<file path="config.mk">
export PLATFORM = sky130hd
export DESIGN_NAME = oled_text_sequencer_flat
export DESIGN_NICKNAME = d
export VERILOG_FILES = /design/src/rtl/oled_text_sequencer_if.sv /design/src/rtl/oled_text_sequencer.sv /design/src/flat_wrapper.sv
export SDC_FILE = /design/constraint.sdc
export NUM_CORES = 1
export LEC_CHECK = 0
export BUFFER_PORTS_ARGS = -buffer_cell sky130_fd_sc_hd__clkbuf_2
export CAP_MARGIN = 10
export CORE_ASPECT_RATIO = 0.6
export CORE_UTILIZATION = 61
export DETAILED_ROUTE_END_ITERATION = 8
export PLACE_DENSITY = 0.85
export RECOVER_POWER = 25
export SLEW_MARGIN = 5
export SYNTH_ARGS = -nofsm -noshare
export SYNTH_HDL_FRONTEND = slang
export SYNTH_SLANG_ARGS = --single-unit
</file>
<file path="constraint.sdc">
create_clock -name clk -period 5 [get_ports clk]
set_clock_uncertainty 0.05 [all_clocks]
set_input_delay 0.5 -clock clk [delete_from_list [all_inputs] [get_ports clk]]
set_output_delay 0.5 -clock clk [all_outputs]
set_load 0.1 [all_outputs]
</file>
<file path="src/rtl/oled_text_sequencer_if.sv">
// Character input, OLED controller write/update handshakes and status for oled_text_sequencer.
// The slave modport is the sequencer; the master modport is its environment (source + controller).
`timescale 1ns/1ps
interface oled_text_sequencer_if;
  localparam int unsigned DATA_W = 8;
  localparam int unsigned ADDR_W = 9;
  localparam int unsigned CUR_W  = 6;

  logic [DATA_W-1:0] char_data;
  logic              char_valid;
  logic              char_ready;
  logic              flush;
  logic              write_start;
  logic [DATA_W-1:0] write_ascii_data;
  logic [ADDR_W-1:0] write_base_addr;
  logic              write_ready;
  logic              update_start;
  logic              update_clear;
  logic              update_ready;
  logic [CUR_W-1:0]  cursor;
  logic              busy;

  modport master (
    output char_data, char_valid, flush, write_ready, update_ready,
    input  char_ready, write_start, write_ascii_data, write_base_addr,
           update_start, update_clear, cursor, busy
  );

  modport slave (
    input  char_data, char_valid, flush, write_ready, update_ready,
    output char_ready, write_start, write_ascii_data, write_base_addr,
           update_start, update_clear, cursor, busy
  );
endinterface

</file>
<file path="src/rtl/oled_text_sequencer.sv">
// Turns an ASCII stream into character writes and display updates for a 4x16 OLED text controller.
// Handles cursor motion, newline/CR/backspace/form-feed, and merged flush requests.
`timescale 1ns/1ps
module oled_text_sequencer #(
  parameter bit AUTO_UPDATE = 1'b1
) (
  input logic                  clk,
  input logic                  rst,
  oled_text_sequencer_if.slave bus
);
  localparam logic [7:0] SPACE     = 8'h20;
  localparam logic [5:0] LAST_CELL = 6'h3F;

  typedef enum logic [2:0] {
    IDLE, WRITE, WRITE_WAIT, UPD, UPD_WAIT, FILL, FILL_WAIT
  } state_t;

  state_t     state;
  logic       flush_pending;
  logic       auto_pending;
  logic       first_wait;
  logic       wrap_after;
  logic [5:0] cursor_after;
  logic [5:0] fill_idx;

  logic accept_c;
  logic printable_c;
  assign accept_c    = bus.char_valid & bus.char_ready;
  assign printable_c = (bus.char_data >= 8'h20) && (bus.char_data <= 8'h7E);

  always_ff @(posedge clk or posedge rst) begin
    if (rst) begin
      state                <= IDLE;
      flush_pending        <= 1'b0;
      auto_pending         <= 1'b0;
      first_wait           <= 1'b0;
      wrap_after           <= 1'b0;
      cursor_after         <= 6'd0;
      fill_idx             <= 6'd0;
      bus.char_ready       <= 1'b0;
      bus.write_start      <= 1'b0;
      bus.write_ascii_data <= 8'd0;
      bus.write_base_addr  <= 9'd0;
      bus.update_start     <= 1'b0;
      bus.update_clear     <= 1'b0;
      bus.cursor           <= 6'd0;
      bus.busy             <= 1'b0;
    end else begin
      bus.write_start  <= 1'b0;
      bus.update_start <= 1'b0;
      bus.update_clear <= 1'b0;
      if (bus.flush) flush_pending <= 1'b1;

      case (state)
        IDLE: begin
          // Pending updates win over new characters.
          if (flush_pending || auto_pending) begin
            state          <= UPD;
            bus.busy       <= 1'b1;
            bus.char_ready <= 1'b0;
          end else if (accept_c) begin
            bus.char_ready <= ~bus.flush;
            if (printable_c) begin
              state                <= WRITE;
              bus.busy             <= 1'b1;
              bus.char_ready       <= 1'b0;
              bus.write_ascii_data <= bus.char_data;
              bus.write_base_addr  <= {bus.cursor, 3'b000};
              cursor_after         <= bus.cursor + 6'd1;
              wrap_after           <= (bus.cursor == LAST_CELL);
            end else begin
              case (bus.char_data)
                8'h0A: begin
                  bus.cursor <= {bus.cursor[5:4] + 2'd1, 4'd0};
                  if (AUTO_UPDATE) begin
                    auto_pending   <= 1'b1;
                    bus.char_ready <= 1'b0;
                  end
                end
                8'h0D: bus.cursor <= {bus.cursor[5:4], 4'd0};
                8'h08: begin
                  if (bus.cursor[3:0] != 4'd0) begin
                    state                <= WRITE;
                    bus.busy             <= 1'b1;
                    bus.char_ready       <= 1'b0;
                    bus.write_ascii_data <= SPACE;
                    bus.write_base_addr  <= {bus.cursor - 6'd1, 3'b000};
                    cursor_after         <= bus.cursor - 6'd1;
                    wrap_after           <= 1'b0;
                  end
                end
                8'h0C: begin
                  state          <= FILL;
                  bus.busy       <= 1'b1;
                  bus.char_ready <= 1'b0;
                  fill_idx       <= 6'd0;
                end
                default: ;
              endcase
            end
          end else begin
            bus.char_ready <= ~bus.flush;
          end
        end

        WRITE: begin
          if (bus.write_ready) begin
            bus.write_start <= 1'b1;
            first_wait      <= 1'b1;
            state           <= WRITE_WAIT;
          end
        end

        // write_ready is stale during the pulse cycle, so it is ignored once.
        WRITE_WAIT: begin
          if (first_wait) begin
            first_wait <= 1'b0;
          end else if (bus.write_ready) begin
            bus.cursor <= cursor_after;
            state      <= IDLE;
            bus.busy   <= 1'b0;
            if (AUTO_UPDATE && wrap_after) begin
              auto_pending   <= 1'b1;
              bus.char_ready <= 1'b0;
            end else begin
              bus.char_ready <= ~(bus.flush | flush_pending);
            end
          end
        end

        FILL: begin
          if (bus.write_ready) begin
            bus.write_start      <= 1'b1;
            bus.write_ascii_data <= SPACE;
            bus.write_base_addr  <= {fill_idx, 3'b000};
            first_wait           <= 1'b1;
            state                <= FILL_WAIT;
          end
        end

        FILL_WAIT: begin
          if (first_wait) begin
            first_wait <= 1'b0;
          end else if (bus.write_ready) begin
            if (fill_idx == LAST_CELL) begin
              bus.cursor <= 6'd0;
              state      <= IDLE;
              bus.busy   <= 1'b0;
              if (AUTO_UPDATE) begin
                auto_pending   <= 1'b1;
                bus.char_ready <= 1'b0;
              end else begin
                bus.char_ready <= ~(bus.flush | flush_pending);
              end
            end else begin
              fill_idx <= fill_idx + 6'd1;
              state    <= FILL;
            end
          end
        end

        // A flush arriving in the launch cycle requests a further update.
        UPD: begin
          if (bus.update_ready) begin
            bus.update_start <= 1'b1;
            flush_pending    <= bus.flush;
            auto_pending     <= 1'b0;
            first_wait       <= 1'b1;
            state            <= UPD_WAIT;
          end
        end

        UPD_WAIT: begin
          if (first_wait) begin
            first_wait <= 1'b0;
          end else if (bus.update_ready) begin
            state          <= IDLE;
            bus.busy       <= 1'b0;
            bus.char_ready <= ~(bus.flush | flush_pending);
          end
        end

        default: state <= IDLE;
      endcase
    end
  end
endmodule

</file>
<file path="src/flat_wrapper.sv">
// flat-port wrapper written by rule: the top's interface ports become plain ports
module oled_text_sequencer_flat 
#(
  parameter bit AUTO_UPDATE = 1'b1
)
  (clk, rst, bus_char_data, bus_char_valid, bus_flush, bus_write_ready, bus_update_ready, bus_char_ready, bus_write_start, bus_write_ascii_data, bus_write_base_addr, bus_update_start, bus_update_clear, bus_cursor, bus_busy);
  oled_text_sequencer_if bus_i ();
  input logic clk;
  input logic rst;
  input wire logic [$bits(bus_i.char_data)-1:0] bus_char_data;
  input wire logic [$bits(bus_i.char_valid)-1:0] bus_char_valid;
  input wire logic [$bits(bus_i.flush)-1:0] bus_flush;
  input wire logic [$bits(bus_i.write_ready)-1:0] bus_write_ready;
  input wire logic [$bits(bus_i.update_ready)-1:0] bus_update_ready;
  output wire logic [$bits(bus_i.char_ready)-1:0] bus_char_ready;
  output wire logic [$bits(bus_i.write_start)-1:0] bus_write_start;
  output wire logic [$bits(bus_i.write_ascii_data)-1:0] bus_write_ascii_data;
  output wire logic [$bits(bus_i.write_base_addr)-1:0] bus_write_base_addr;
  output wire logic [$bits(bus_i.update_start)-1:0] bus_update_start;
  output wire logic [$bits(bus_i.update_clear)-1:0] bus_update_clear;
  output wire logic [$bits(bus_i.cursor)-1:0] bus_cursor;
  output wire logic [$bits(bus_i.busy)-1:0] bus_busy;
  assign bus_i.char_data = bus_char_data;
  assign bus_i.char_valid = bus_char_valid;
  assign bus_i.flush = bus_flush;
  assign bus_i.write_ready = bus_write_ready;
  assign bus_i.update_ready = bus_update_ready;
  assign bus_char_ready = bus_i.char_ready;
  assign bus_write_start = bus_i.write_start;
  assign bus_write_ascii_data = bus_i.write_ascii_data;
  assign bus_write_base_addr = bus_i.write_base_addr;
  assign bus_update_start = bus_i.update_start;
  assign bus_update_clear = bus_i.update_clear;
  assign bus_cursor = bus_i.cursor;
  assign bus_busy = bus_i.busy;
  oled_text_sequencer #(.AUTO_UPDATE(AUTO_UPDATE)) u_core (.clk(clk), .rst(rst), .bus(bus_i));
endmodule
</file>
==> impl_metrics.py <==
metrics = {
    "outcome": {
        "status": "complete, but fails checks",
        "violations": "max-capacitance violations, max-slew violations",
    },
    "worst_hold_path": {
        "hold_class": "in -> reg",
        "min_from": "bus_flush",
        "min_to": "u_core.flush_pending",
        "hold-path-cell-count": 2,
    },
    "final_layout": {
        "nets": 347,
        "multi_input_area_mm2": 0.00146,
        "area_growth_pct": 8.91,
        "fin_cells": 387,
        "regArea_mm2": 0.00108,
        "fin_area_mm2": 0.00292,
        "n_fill_cell": 356,
        "fin_util_pct": 70.1,
        "antennaDiodeCount": 0,
        "final_layout_size_suffix_gt1_share_pct": 17.4,
    },
    "synthesis": {
        "synth_seq_area_share_pct": 40.1,
        "netlist.area_leader.share_pct": 40.1,
        "synthTopCellsByArea": "dfrtp_1 40%, o21ai_0 5.6%, nand3_1 5.0%",
        "syn_inst": 301,
        "yosys_most_used_dff": "dfrtp_1",
        "netlist.top_cell.by_area": "dfrtp_1",
        "synth_edf_count": 0,
        "ys_async_sr_fraction_pct": 100,
        "ys_warn_count": 0,
        "avgSynthCellArea_um2": 8.91,
        "synth_area_mm2": 0.00268,
        "yosys_register_bits": 43,
        "synth_cell_types": 59,
    },
    "place": {
        "placed_area_mm2": 0.00284,
        "io_buffers": 37,
        "gp_congestion": 0.955,
        "dp_slack_ns": 2.09,
        "dp.cells": 379,
        "dp_hpwl_um": 4780,
    },
    "clock_network": {
        "cts_tree": "yes",
        "clock_latency_ns": 0.30,
        "clock-root-buffer": "clkbuf_8",
        "cts.clk_slew.worst_paths_ns": 0.08,
        "cts_hold_buf": 0,
        "clkSinkCount": 43,
        "cts_buffer_depth": 2,
        "cts-buffers-inserted": 5,
        "post_cts_resized": 0,
        "post_cts_buffers": 0,
        "cts.htree.levels": 2,
    },
    "setup_path": {
        "rr_worst_depth": 7,
        "cp.required_ns": 5.12,
        "startpoint_type": "register",
        "crit_start": "u_core.bus.cursor[0]",
        "path_class": "reg -> reg",
        "r2r-end": "u_core.bus.write_base_addr[4]",
        "end_kind": "register",
        "r2r_start": "u_core.bus.cursor[0]",
        "cp_max_fo": 27,
        "rrSetupSlack_ns": 2.12,
        "worstPathArrival_ns": 3.00,
    },
    "floorplanning": {
        "die_area_mm2": 0.00467,
        "dieHeight_um": 53.4,
        "core-area_mm2": 0.00417,
        "ioPinCount": 42,
        "rows": 18,
        "initial_utilization_pct": 64.4,
        "die_x_um": 87.6,
    },
    "route": {
        "firstDrtPassIters": 5,
        "wirelength_um": 6520,
        "drt_iter0_drc": 352,
        "ant_nets": 0,
        "wl_per_cell_um": 16.8,
        "drc": 0,
        "num_vias": 2426,
        "vias_per_cell": 6.27,
    },
    "sta": {
        "timing.final.crit_share_pct": 57.5,
        "worstMarginPinSlew_ns": 2.28,
        "hold_viol": 0,
        "setup_viol": 0,
        "report.final.slew_viol_count": 44,
        "fin_crit_ns": 2.88,
        "setup-tns-final_ns": 0,
        "worst_slack_ns": 2.12,
        "rsz0062_at_grt": "no",
        "hold_ws_ns": 0.352,
        "slew_headroom_pct": -51.8,
        "fmax_mhz": 348,
    },
    "run": {
        "cap_violations": 1,
    },
    "grt": {
        "antenna_found_initial": 0,
        "grt_max_degree": 44,
        "track_usage_pct": 31.3,
        "grt_pass1_wl_um": 10800,
        "grt_pass1_vias": 2134,
        "overflow": 0,
    },
    "power": {
        "power_density_mw_per_mm2": 687,
        "vdd_drop_max_mv": 0.721,
        "p_leak_nw": 1.37,
        "power.total_mw": 2.01,
    },
}
==> cell families (layout without fill, tap and decap cells) <==
logic type | Yosys count | count (layout) | share of synthesized area, %
simple gates | 121 | 121 | 24.8
compound gates | 74 | 74 | 17.7
flops | 43 | 43 | 40.1
buf+inv | 33 | 56 | 5.79
mux | 17 | 17 | 6.58
fa+ha+maj | 7 | 7 | 3.27
xor+xnor | 5 | 5 | 1.63
other cells | 1 | 4 | 0.140
==> worst max-delay path: stages (launching register included) <==
cell and delay, ns:
dfrtp_1 0.47, inv_1 0.20, ha_1 0.21, nor3b_1 0.18, and4bb_1 0.24, o21ai_2 0.76, and2_1 0.45, o21ai_0 0.17
==> cell usage after synthesis (4+ instances only) <==
| library cell | count |
|---|---|
| o31ai_1 | 5 |
| a21oi_1 | 9 |
| nand2_1 | 22 |
| ha_1 | 7 |
| nand3_1 | 27 |
| dfrtp_1 | 43 |
| nand4_1 | 4 |
| mux2i_1 | 12 |
| mux2_2 | 5 |
| nor2_1 | 22 |
| nand3b_1 | 5 |
| and2_1 | 4 |
| o21a_1 | 4 |
| a31oi_1 | 4 |
| nor3_1 | 5 |
| inv_1 | 10 |
| nand2b_1 | 4 |
| o21ai_0 | 30 |
| clkbuf_1 | 12 |
| and3_1 | 5 |
| buf_4 | 5 |
==> sequential cells by signal (all words and copies together) (netlist names) <==
name and flops:
u_core.bus.write_ascii_data 8, u_core.bus.cursor 6, u_core.bus.write_base_addr 6, u_core.cursor_after 6, u_core.fill_idx 6, u_core.state 3, u_core.auto_pending 1, u_core.bus.busy 1
u_core.bus.char_ready 1, u_core.bus.update_start 1, u_core.bus.write_start 1, u_core.first_wait 1, u_core.flush_pending 1, u_core.wrap_after 1
==> layout make-up <==
class	instances	area share [%]
tap	60	2.57
clock inverter	1	0.171
multi-input combinational	228	50.0
timing repair buffer	38	6.47
sequential	43	36.8
inverter	10	1.29
clock buffer	7	2.61
==> routing by layer <==
metal	share of wire, %	routed length, um	track usage [%]	up-vias
met5	0	0	0	-
met4	1.1	69	7.10	0
met3	10	660	8.89	9
met2	41	2680	43.2	125
met1	48	3100	47.4	1153
li1	-	-	-	1139
==> power by group <==
part	total [mW]	internal, mW	switching [mW]	leakage [nW]
Sequential	0.594	0.449	0.145	0.568
Clock	0.213	0.0981	0.115	0.0422
Combinational	1.20	0.289	0.910	0.762
==> how the worst max path moves through the flow <==
stage	depth (start not counted)	end	slack [ns]
global placement	6	u_core.bus.write_ascii_data[0]	2.22
global route	7	u_core.bus.write_ascii_data[0]	1.91
floorplan	8	u_core.bus.write_base_addr[8]	2.25
detailed placement	6	u_core.bus.write_base_addr[4]	2.09
finish	7	u_core.bus.write_base_addr[4]	2.12
CTS	7	u_core.bus.write_base_addr[4]	2.16
==> layout by cell type (no fill, tap or decap), drive strengths merged, types with 3 or more instances in the layout <==
master	synthesis	final
clkbuf	13	45
dfrtp	43	43
o21ai	32	32
nand3	27	27
nor2	22	22
nand2	22	22
mux2i	12	12
inv	10	10
a21oi	9	9
ha	7	7
nor3	5	5
o31ai	5	5
and3	5	5
nand3b	5	5
mux2	5	5
o21a	4	4
nand4	4	4
nand2b	4	4
a31oi	4	4
and2	4	4
conb	1	4
nor4	4	4
nor2b	3	3
nor3b	3	3
xnor2	3	3
or4b	3	3
or3	3	3
(Power assumes the default switching activity.)
